--- src/rtl/regfile_wb_arbiter.sv ---
`default_nettype none
// ============================================================================
//  Module   : regfile_wb_arbiter
//  Purpose  : Write-port controller for the 32x32 register file. Shares the
//             single write port between the ALU and the load unit using
//             valid/ready handshakes and round-robin arbitration. Writes to
//             x0 are consumed but never issued. Optionally sweeps every
//             register to zero after reset.
//
//  Build macro : REGFILE_CLEAR_EN
//                defined   -> CLEAR/RUN state machine with an NREG-cycle
//                             zero sweep after reset (busy high meanwhile)
//                undefined -> no sweep, no counter; RUN straight out of
//                             reset and busy tied low
//
//  Ports    : clk        rising-edge clock
//             rst        asynchronous active-high reset
//             alu_valid  ALU writeback request
//             alu_rd     ALU destination register
//             alu_data   ALU result
//             alu_ready  ALU request accepted this cycle
//             mem_valid  load-unit writeback request
//             mem_rd     load destination register
//             mem_data   load data
//             mem_ready  load request accepted this cycle
//             wb_we      register-file write enable   (registered)
//             wb_addr    register-file write address  (registered)
//             wb_data    register-file write data     (registered)
//             busy       clear sweep in progress
//
//  Revision : 1.0  initial release
// ============================================================================
module regfile_wb_arbiter #(
    parameter int NREG = 32,
    parameter int AW   = 5,
    parameter int DW   = 32
) (
    input  logic          clk,
    input  logic          rst,
    input  logic          alu_valid,
    input  logic [AW-1:0] alu_rd,
    input  logic [DW-1:0] alu_data,
    output logic          alu_ready,
    input  logic          mem_valid,
    input  logic [AW-1:0] mem_rd,
    input  logic [DW-1:0] mem_data,
    output logic          mem_ready,
    output logic          wb_we,
    output logic [AW-1:0] wb_addr,
    output logic [DW-1:0] wb_data,
    output logic          busy
);

    // ------------------------------------------------------------------
    // Shared signals
    // ------------------------------------------------------------------
    logic          w_run;        // arbitration enabled
    logic          w_clr_we;     // sweep write this edge
    logic [AW-1:0] w_clr_addr;   // sweep address for this edge

    logic          r_last_mem;   // 1: the load unit was granted last
    logic          w_alu_gnt;
    logic          w_mem_gnt;
    logic          w_xfer;
    logic [AW-1:0] w_sel_rd;
    logic [DW-1:0] w_sel_data;

    logic          r_we;
    logic [AW-1:0] r_addr;
    logic [DW-1:0] r_data;

`ifdef REGFILE_CLEAR_EN
    // ------------------------------------------------------------------
    // Clear-sweep state machine
    // ------------------------------------------------------------------
    typedef enum logic [0:0] {
        ST_CLEAR = 1'b0,
        ST_RUN   = 1'b1
    } state_t;

    localparam logic [AW-1:0] c_LAST_IDX = AW'(NREG - 1);

    state_t        r_state;
    state_t        w_state_nxt;
    logic [AW-1:0] r_cnt;
    logic [AW-1:0] w_cnt_nxt;

    always_ff @(posedge clk or posedge rst) begin
        if (rst) begin
            r_state <= ST_CLEAR;
            r_cnt   <= '0;
        end else begin
            r_state <= w_state_nxt;
            r_cnt   <= w_cnt_nxt;
        end
    end

    always_comb begin
        w_state_nxt = r_state;
        w_cnt_nxt   = r_cnt;
        w_clr_we    = 1'b0;
        case (r_state)
            ST_CLEAR: begin
                w_clr_we = 1'b1;
                // The counter parks on the last index rather than wrapping,
                // so a second sweep can only start from a fresh reset.
                if (r_cnt == c_LAST_IDX) begin
                    w_state_nxt = ST_RUN;
                end else begin
                    w_cnt_nxt = r_cnt + AW'(1);
                end
            end
            ST_RUN: begin
                w_state_nxt = ST_RUN;
            end
            default: begin
                w_state_nxt = ST_RUN;
            end
        endcase
    end

    assign w_run      = (r_state == ST_RUN);
    assign w_clr_addr = r_cnt;
    assign busy       = (r_state == ST_CLEAR);
`else
    assign w_run      = 1'b1;
    assign w_clr_we   = 1'b0;
    assign w_clr_addr = '0;
    assign busy       = 1'b0;
`endif

    // ------------------------------------------------------------------
    // Round-robin grant. A lone requester always wins; on a tie the one
    // that was not granted last time wins. The pointer only moves on an
    // actual transfer, so idle cycles leave the priority untouched.
    // ------------------------------------------------------------------
    assign w_alu_gnt = w_run & alu_valid & (~mem_valid | r_last_mem);
    assign w_mem_gnt = w_run & mem_valid & (~alu_valid | ~r_last_mem);

    // Readies are held low for the whole time reset is asserted, even
    // though the grant path itself is purely combinational.
    assign alu_ready = ~rst & w_alu_gnt;
    assign mem_ready = ~rst & w_mem_gnt;

    assign w_xfer     = alu_ready | mem_ready;
    assign w_sel_rd   = w_mem_gnt ? mem_rd   : alu_rd;
    assign w_sel_data = w_mem_gnt ? mem_data : alu_data;

    // ------------------------------------------------------------------
    // Registered write port and arbitration pointer
    // ------------------------------------------------------------------
    always_ff @(posedge clk or posedge rst) begin
        if (rst) begin
            r_we       <= 1'b0;
            r_addr     <= '0;
            r_data     <= '0;
            r_last_mem <= 1'b1;   // ALU wins the first tie after reset
        end else if (w_clr_we) begin
            r_we   <= 1'b1;
            r_addr <= w_clr_addr;
            r_data <= '0;
        end else if (w_xfer) begin
            // An x0 destination is accepted and moves the pointer, but
            // never reaches the register file.
            r_we       <= (w_sel_rd != '0);
            r_addr     <= w_sel_rd;
            r_data     <= w_sel_data;
            r_last_mem <= w_mem_gnt;
        end else begin
            r_we <= 1'b0;
        end
    end

    assign wb_we   = r_we;
    assign wb_addr = r_addr;
    assign wb_data = r_data;

endmodule
`default_nettype wire

--- config.mk ---
export PLATFORM = sky130hd
export DESIGN_NAME = regfile_wb_arbiter
export DESIGN_NICKNAME = d
export VERILOG_FILES = /design/src/rtl/regfile_wb_arbiter.sv
export SDC_FILE = /design/constraint.sdc
export NUM_CORES = 1
export LEC_CHECK = 0
export ABC_CLOCK_PERIOD_IN_PS = 1300
export CORE_ASPECT_RATIO = 0.5
export CORE_MARGIN = 8
export CORE_UTILIZATION = 33
export DETAILED_ROUTE_END_ITERATION = 8
export GPL_ROUTABILITY_DRIVEN = 0
export HOLD_SLACK_MARGIN = 0.1
export PLACE_DENSITY = 0.85
export SYNTH_ARGS = -nofsm -noshare
export SYNTH_HDL_FRONTEND = slang
export SYNTH_SLANG_ARGS = --single-unit
--- constraint.sdc ---
create_clock -name clk -period 1.3 [get_ports clk]
set_input_delay 0.325 -clock clk [delete_from_list [all_inputs] [get_ports clk]]
set_output_delay 0.325 -clock clk [all_outputs]
set_load 0.02 [all_outputs]
==> run_summary.xml <==
<?xml version="1.0" encoding="UTF-8"?>
<metrics>
  <group name="clocking">
    <metric name="tritoncts_clock_tree" unit="">yes</metric>
    <metric name="clock_tree.buffer_depth" unit="">2</metric>
    <metric name="clock_latency" unit="ns">0.29</metric>
    <metric name="numCtsBuffers" unit="">5</metric>
    <metric name="clock_tree.root_cell" unit="">sky130_fd_sc_hd__clkbuf_16</metric>
    <metric name="clock-sinks" unit="">39</metric>
    <metric name="h-tree-depth" unit="">2</metric>
    <metric name="post_cts_hold_buffer_count" unit="">0</metric>
    <metric name="clock_slew_at_the_register_clock_pins_of_the_worst_setup_and_hold_paths" unit="ns">0.06</metric>
  </group>
  <group name="power">
    <metric name="clockPowerShare" unit="%">30.5</metric>
    <metric name="ir_drop" unit="mV">0.760</metric>
    <metric name="power.switching_fraction" unit="%">33.6</metric>
    <metric name="cellLeakagePower" unit="nW">1.74</metric>
    <metric name="power.share.combinational" unit="%">37.9</metric>
    <metric name="cellInternalPower" unit="W">0.00320</metric>
    <metric name="seq_power_share" unit="%">31.7</metric>
    <metric name="power_density" unit="nW/um^2">1190</metric>
    <metric name="power.switching" unit="W">0.00162</metric>
  </group>
  <group name="floorplan">
    <metric name="starting_density_of_the_core" unit="%">34.6</metric>
    <metric name="fp.dieArea" unit="sq um">8650</metric>
    <metric name="die-height" unit="microns">69.9</metric>
    <metric name="fp-row-count" unit="">19</metric>
    <metric name="core-area" unit="sq um">5540</metric>
    <metric name="die_width" unit="microns">124</metric>
    <metric name="io_pins" unit="">119</metric>
  </group>
  <group name="detailed_routing">
    <metric name="post-route-drc-count" unit="">0</metric>
    <metric name="drtIter0Drc" unit="">179</metric>
    <metric name="routed-via-count" unit="">2335</metric>
    <metric name="drt-total-wl" unit="microns">9890</metric>
    <metric name="drt_pass1_iterations" unit="">4</metric>
    <metric name="drtAntennaViolNets" unit="">0</metric>
    <metric name="vias_per_cell" unit="">5.42</metric>
    <metric name="wire_per_inst" unit="microns">22.9</metric>
  </group>
  <group name="synthesis">
    <metric name="syn-cell-area" unit="sq um">1920</metric>
    <metric name="netlist_instances" unit="">219</metric>
    <metric name="ys_seq_elements" unit="">39</metric>
    <metric name="synth.yosys.warnings" unit="">0</metric>
    <metric name="synth_area_per_cell" unit="sq um">8.75</metric>
    <metric name="yosysUniqueCellTypes" unit="">20</metric>
    <metric name="synth_sequential_area_ratio" unit="%">51.0</metric>
    <metric name="syn_nets" unit="">297</metric>
  </group>
  <group name="layout">
    <metric name="drive_above_1_share" unit="%">48.3</metric>
    <metric name="seqCellArea" unit="sq um">977</metric>
    <metric name="final_nets" unit="">435</metric>
    <metric name="antenna_cells_inserted" unit="">0</metric>
    <metric name="layout_commonest_cell" unit="">sky130_fd_sc_hd__clkdlybuf4s50_1</metric>
    <metric name="areaGrowthSynthToFinish" unit="%">112</metric>
    <metric name="multi_input_area" unit="sq um">1270</metric>
    <metric name="fin_util" unit="%">73.2</metric>
    <metric name="finish.instance_area" unit="sq um">4060</metric>
    <metric name="fill_cells" unit="">327</metric>
    <metric name="layout.cells.most_common_list" unit="">sky130_fd_sc_hd__clkdlybuf4s50_1, sky130_fd_sc_hd__a21oi_2, sky130_fd_sc_hd__dfrtp_1</metric>
  </group>
  <group name="setup_path">
    <metric name="r2r-start" unit="">r_last_mem$_DFFE_PP1P_</metric>
    <metric name="crit_required" unit="ns">1.51</metric>
    <metric name="startpoint_type" unit="">register</metric>
    <metric name="type_of_the_setup_path_with_the_least_slack" unit="">reg -&gt; reg</metric>
    <metric name="critical_path.endpoint_type" unit="">register</metric>
    <metric name="crit_path_start" unit="">r_last_mem$_DFFE_PP1P_</metric>
    <metric name="critical_path.n_buffers_inverters" unit="">4</metric>
    <metric name="critical-path-top-delay-family" unit="">flip-flops</metric>
    <metric name="cp_cell_sequence" unit="">a21bo_4 -&gt; buf_12 -&gt; buf_12 -&gt; buf_6 -&gt; clkbuf_16 -&gt; nand2_4 -&gt; a21oi_2</metric>
    <metric name="critical_path.max_stage_delay" unit="ns">0.58</metric>
    <metric name="cp_common_cell" unit="">sky130_fd_sc_hd__buf_12</metric>
    <metric name="arrival" unit="ns">1.76</metric>
    <metric name="timing.critical_path.fanout_max" unit="">8</metric>
    <metric name="cell_with_the_biggest_individual_delay_on_the_critical_path" unit="">sky130_fd_sc_hd__dfstp_2</metric>
  </group>
  <group name="place">
    <metric name="placed_area" unit="sq um">3200</metric>
    <metric name="dp.final_hpwl" unit="microns">5330</metric>
    <metric name="port_buffers" unit="">117</metric>
  </group>
  <group name="grt">
    <metric name="overflow" unit="">0</metric>
    <metric name="groute.usage.overall" unit="%">19.4</metric>
    <metric name="antenna_found_initial" unit="">0</metric>
    <metric name="grt_first_pass_wirelength" unit="microns">13100</metric>
    <metric name="grt_start_max_net_pins" unit="">39</metric>
    <metric name="grt_pass1_vias" unit="">2405</metric>
  </group>
  <group name="run_status">
    <metric name="outcome" unit="">complete, but fails checks</metric>
    <metric name="violated_checks" unit="">setup timing</metric>
  </group>
  <group name="sta">
    <metric name="final_layout_worst_hold_slack" unit="ns">0.388</metric>
    <metric name="finalCritPeriodShare" unit="%">120</metric>
    <metric name="setup-violations-final" unit="">41</metric>
    <metric name="timing.fmax" unit="MHz">642</metric>
    <metric name="final_hold_viol_count" unit="">0</metric>
    <metric name="timing.clock.skew" unit="ns">0.00474</metric>
    <metric name="final_critical_path_time_including_i_o_delays_and_setup" unit="ns">1.56</metric>
    <metric name="setup_repair_after_global_routing_missed_its_margin" unit="">true</metric>
    <metric name="layout_setup_ws" unit="ns">-0.257</metric>
    <metric name="timing_max_transition_violations_final" unit="">0</metric>
  </group>
  <group name="job">
    <metric name="cap_viol_max_count" unit="">0</metric>
  </group>
  <group name="min_path">
    <metric name="min_path_type" unit="">in -&gt; async</metric>
  </group>
</metrics>
path summary, 6_finish.rpt:
| check | slack [ns] | cells after the start | endpoint |
|---|---|---|---|
| worst min-delay path | 0.39 | 4 | wb_data[7]$_DFFE_PP0P_ |
| worst max-delay path | -0.26 | 7 | wb_data[2]$_DFFE_PP0P_ |
| worst max register to register | -0.26 | 7 | wb_data[2]$_DFFE_PP0P_ |
| min in group clk | 0.46 | 3 | wb_addr[1]$_DFFE_PP0P_ |
| worst min register to register | 0.51 | 2 | wb_data[19]$_DFFE_PP0P_ |
| max in group asynchronous | 0.54 | 4 | wb_data[21]$_DFFE_PP0P_ |
cells in the mapped netlist:
| cell | count | area, sq um |
|---|---|---|
| sky130_fd_sc_hd__a21bo_2 | 1 | 10.0 |
| sky130_fd_sc_hd__a21boi_2 | 1 | 11.3 |
| sky130_fd_sc_hd__a21oi_1 | 55 | 275 |
| sky130_fd_sc_hd__a21oi_2 | 20 | 175 |
| sky130_fd_sc_hd__a31oi_1 | 1 | 6.26 |
| sky130_fd_sc_hd__buf_2 | 6 | 30.0 |
| sky130_fd_sc_hd__buf_4 | 7 | 52.6 |
| sky130_fd_sc_hd__buf_6 | 1 | 11.3 |
| sky130_fd_sc_hd__buf_8 | 1 | 15.0 |
| sky130_fd_sc_hd__clkbuf_1 | 2 | 7.51 |
| sky130_fd_sc_hd__conb_1 | 1 | 3.75 |
| sky130_fd_sc_hd__dfrtp_1 | 38 | 951 |
| sky130_fd_sc_hd__dfstp_2 | 1 | 26.3 |
| sky130_fd_sc_hd__inv_1 | 1 | 3.75 |
| sky130_fd_sc_hd__nand2_1 | 37 | 139 |
| sky130_fd_sc_hd__nor2_1 | 39 | 146 |
| sky130_fd_sc_hd__nor3_1 | 3 | 15.0 |
| sky130_fd_sc_hd__o21ba_1 | 1 | 10.0 |
| sky130_fd_sc_hd__o21bai_2 | 1 | 11.3 |
| sky130_fd_sc_hd__or4_1 | 2 | 15.0 |
power groups by stage:
stage	Sequential [W]	Clock, W	Combinational [W]
floorplan	0.00173	0	0.000439
global placement	0.00151	0	0.00137
detailed placement	0.00152	0	0.00140
CTS	0.00151	0.00145	0.00151
global route	0.00154	0.00152	0.00191
finish	0.00152	0.00147	0.00182
layer usage:
| metal | vias up | routed length, microns | track usage, % | share of wire, % |
|---|---|---|---|---|
| li1 | 1014 | - | - | - |
| met1 | 1175 | 3750 | 20.3 | 38 |
| met2 | 112 | 5150 | 36.5 | 52 |
| met3 | 34 | 690 | 4.25 | 7.0 |
| met4 | 0 | 293 | 7.68 | 3.0 |
| met5 | - | 0 | 0 | 0 |
flip-flops by register name, summed over array words and instances (netlist names):
name	flops
r_last_mem	1
wb_we	1
wb_data	32
wb_addr	5
worst min-delay path, cell delays in order:
cell and delay, ns:
sky130_fd_sc_hd__dlygate4sd2_1 0.25, sky130_fd_sc_hd__buf_4 0.16, sky130_fd_sc_hd__clkinvlp_4 0.09, sky130_fd_sc_hd__buf_4 0.20
final cells by class:
class	instances	area share [%]
clock buffers	6	3.42
repair buffers	148	37.9
multi-input cells	162	31.3
well taps	73	2.25
flip-flops and latches	39	24.1
inverters	1	0.185
clock inverters	2	0.864
stage by stage:
| stage | worst slack, ns | TNS [ns] | power (W) | instances |
|---|---|---|---|---|
| 6_report | -0.257 | -6.00 | 0.00481 | 431 |
| 3_3_place_gp | -0.782 | -23.55 | 0.00288 | 407 |
| 5_1_grt | -0.276 | -7.47 | 0.00496 | 431 |
| 2_1_floorplan | -0.00349 | -0.00349 | 0.00217 | 219 |
| 4_1_cts | -0.202 | -1.76 | 0.00447 | 422 |
| 3_5_place_dp | -0.811 | -25.87 | 0.00293 | 407 |
logic make-up (layout without fill, tap and decap cells):
family | after synthesis | in the layout | synth area share, %
AOI/OAI and AO/OA | 80 | 80 | 26.1
buffers and inverters | 18 | 157 | 6.27
other | 1 | 1 | 0.196
DFF | 39 | 39 | 51.0
and+or+nand+nor | 81 | 81 | 16.5
what timing repair did:
action	4_1_cts	5_1_grt
gates resized for setup	132	129
cloned	4	5
pin swaps	8	63
setup endpoints to repair	78	65
setup buffers	3	6
(Power assumes the default switching activity.)
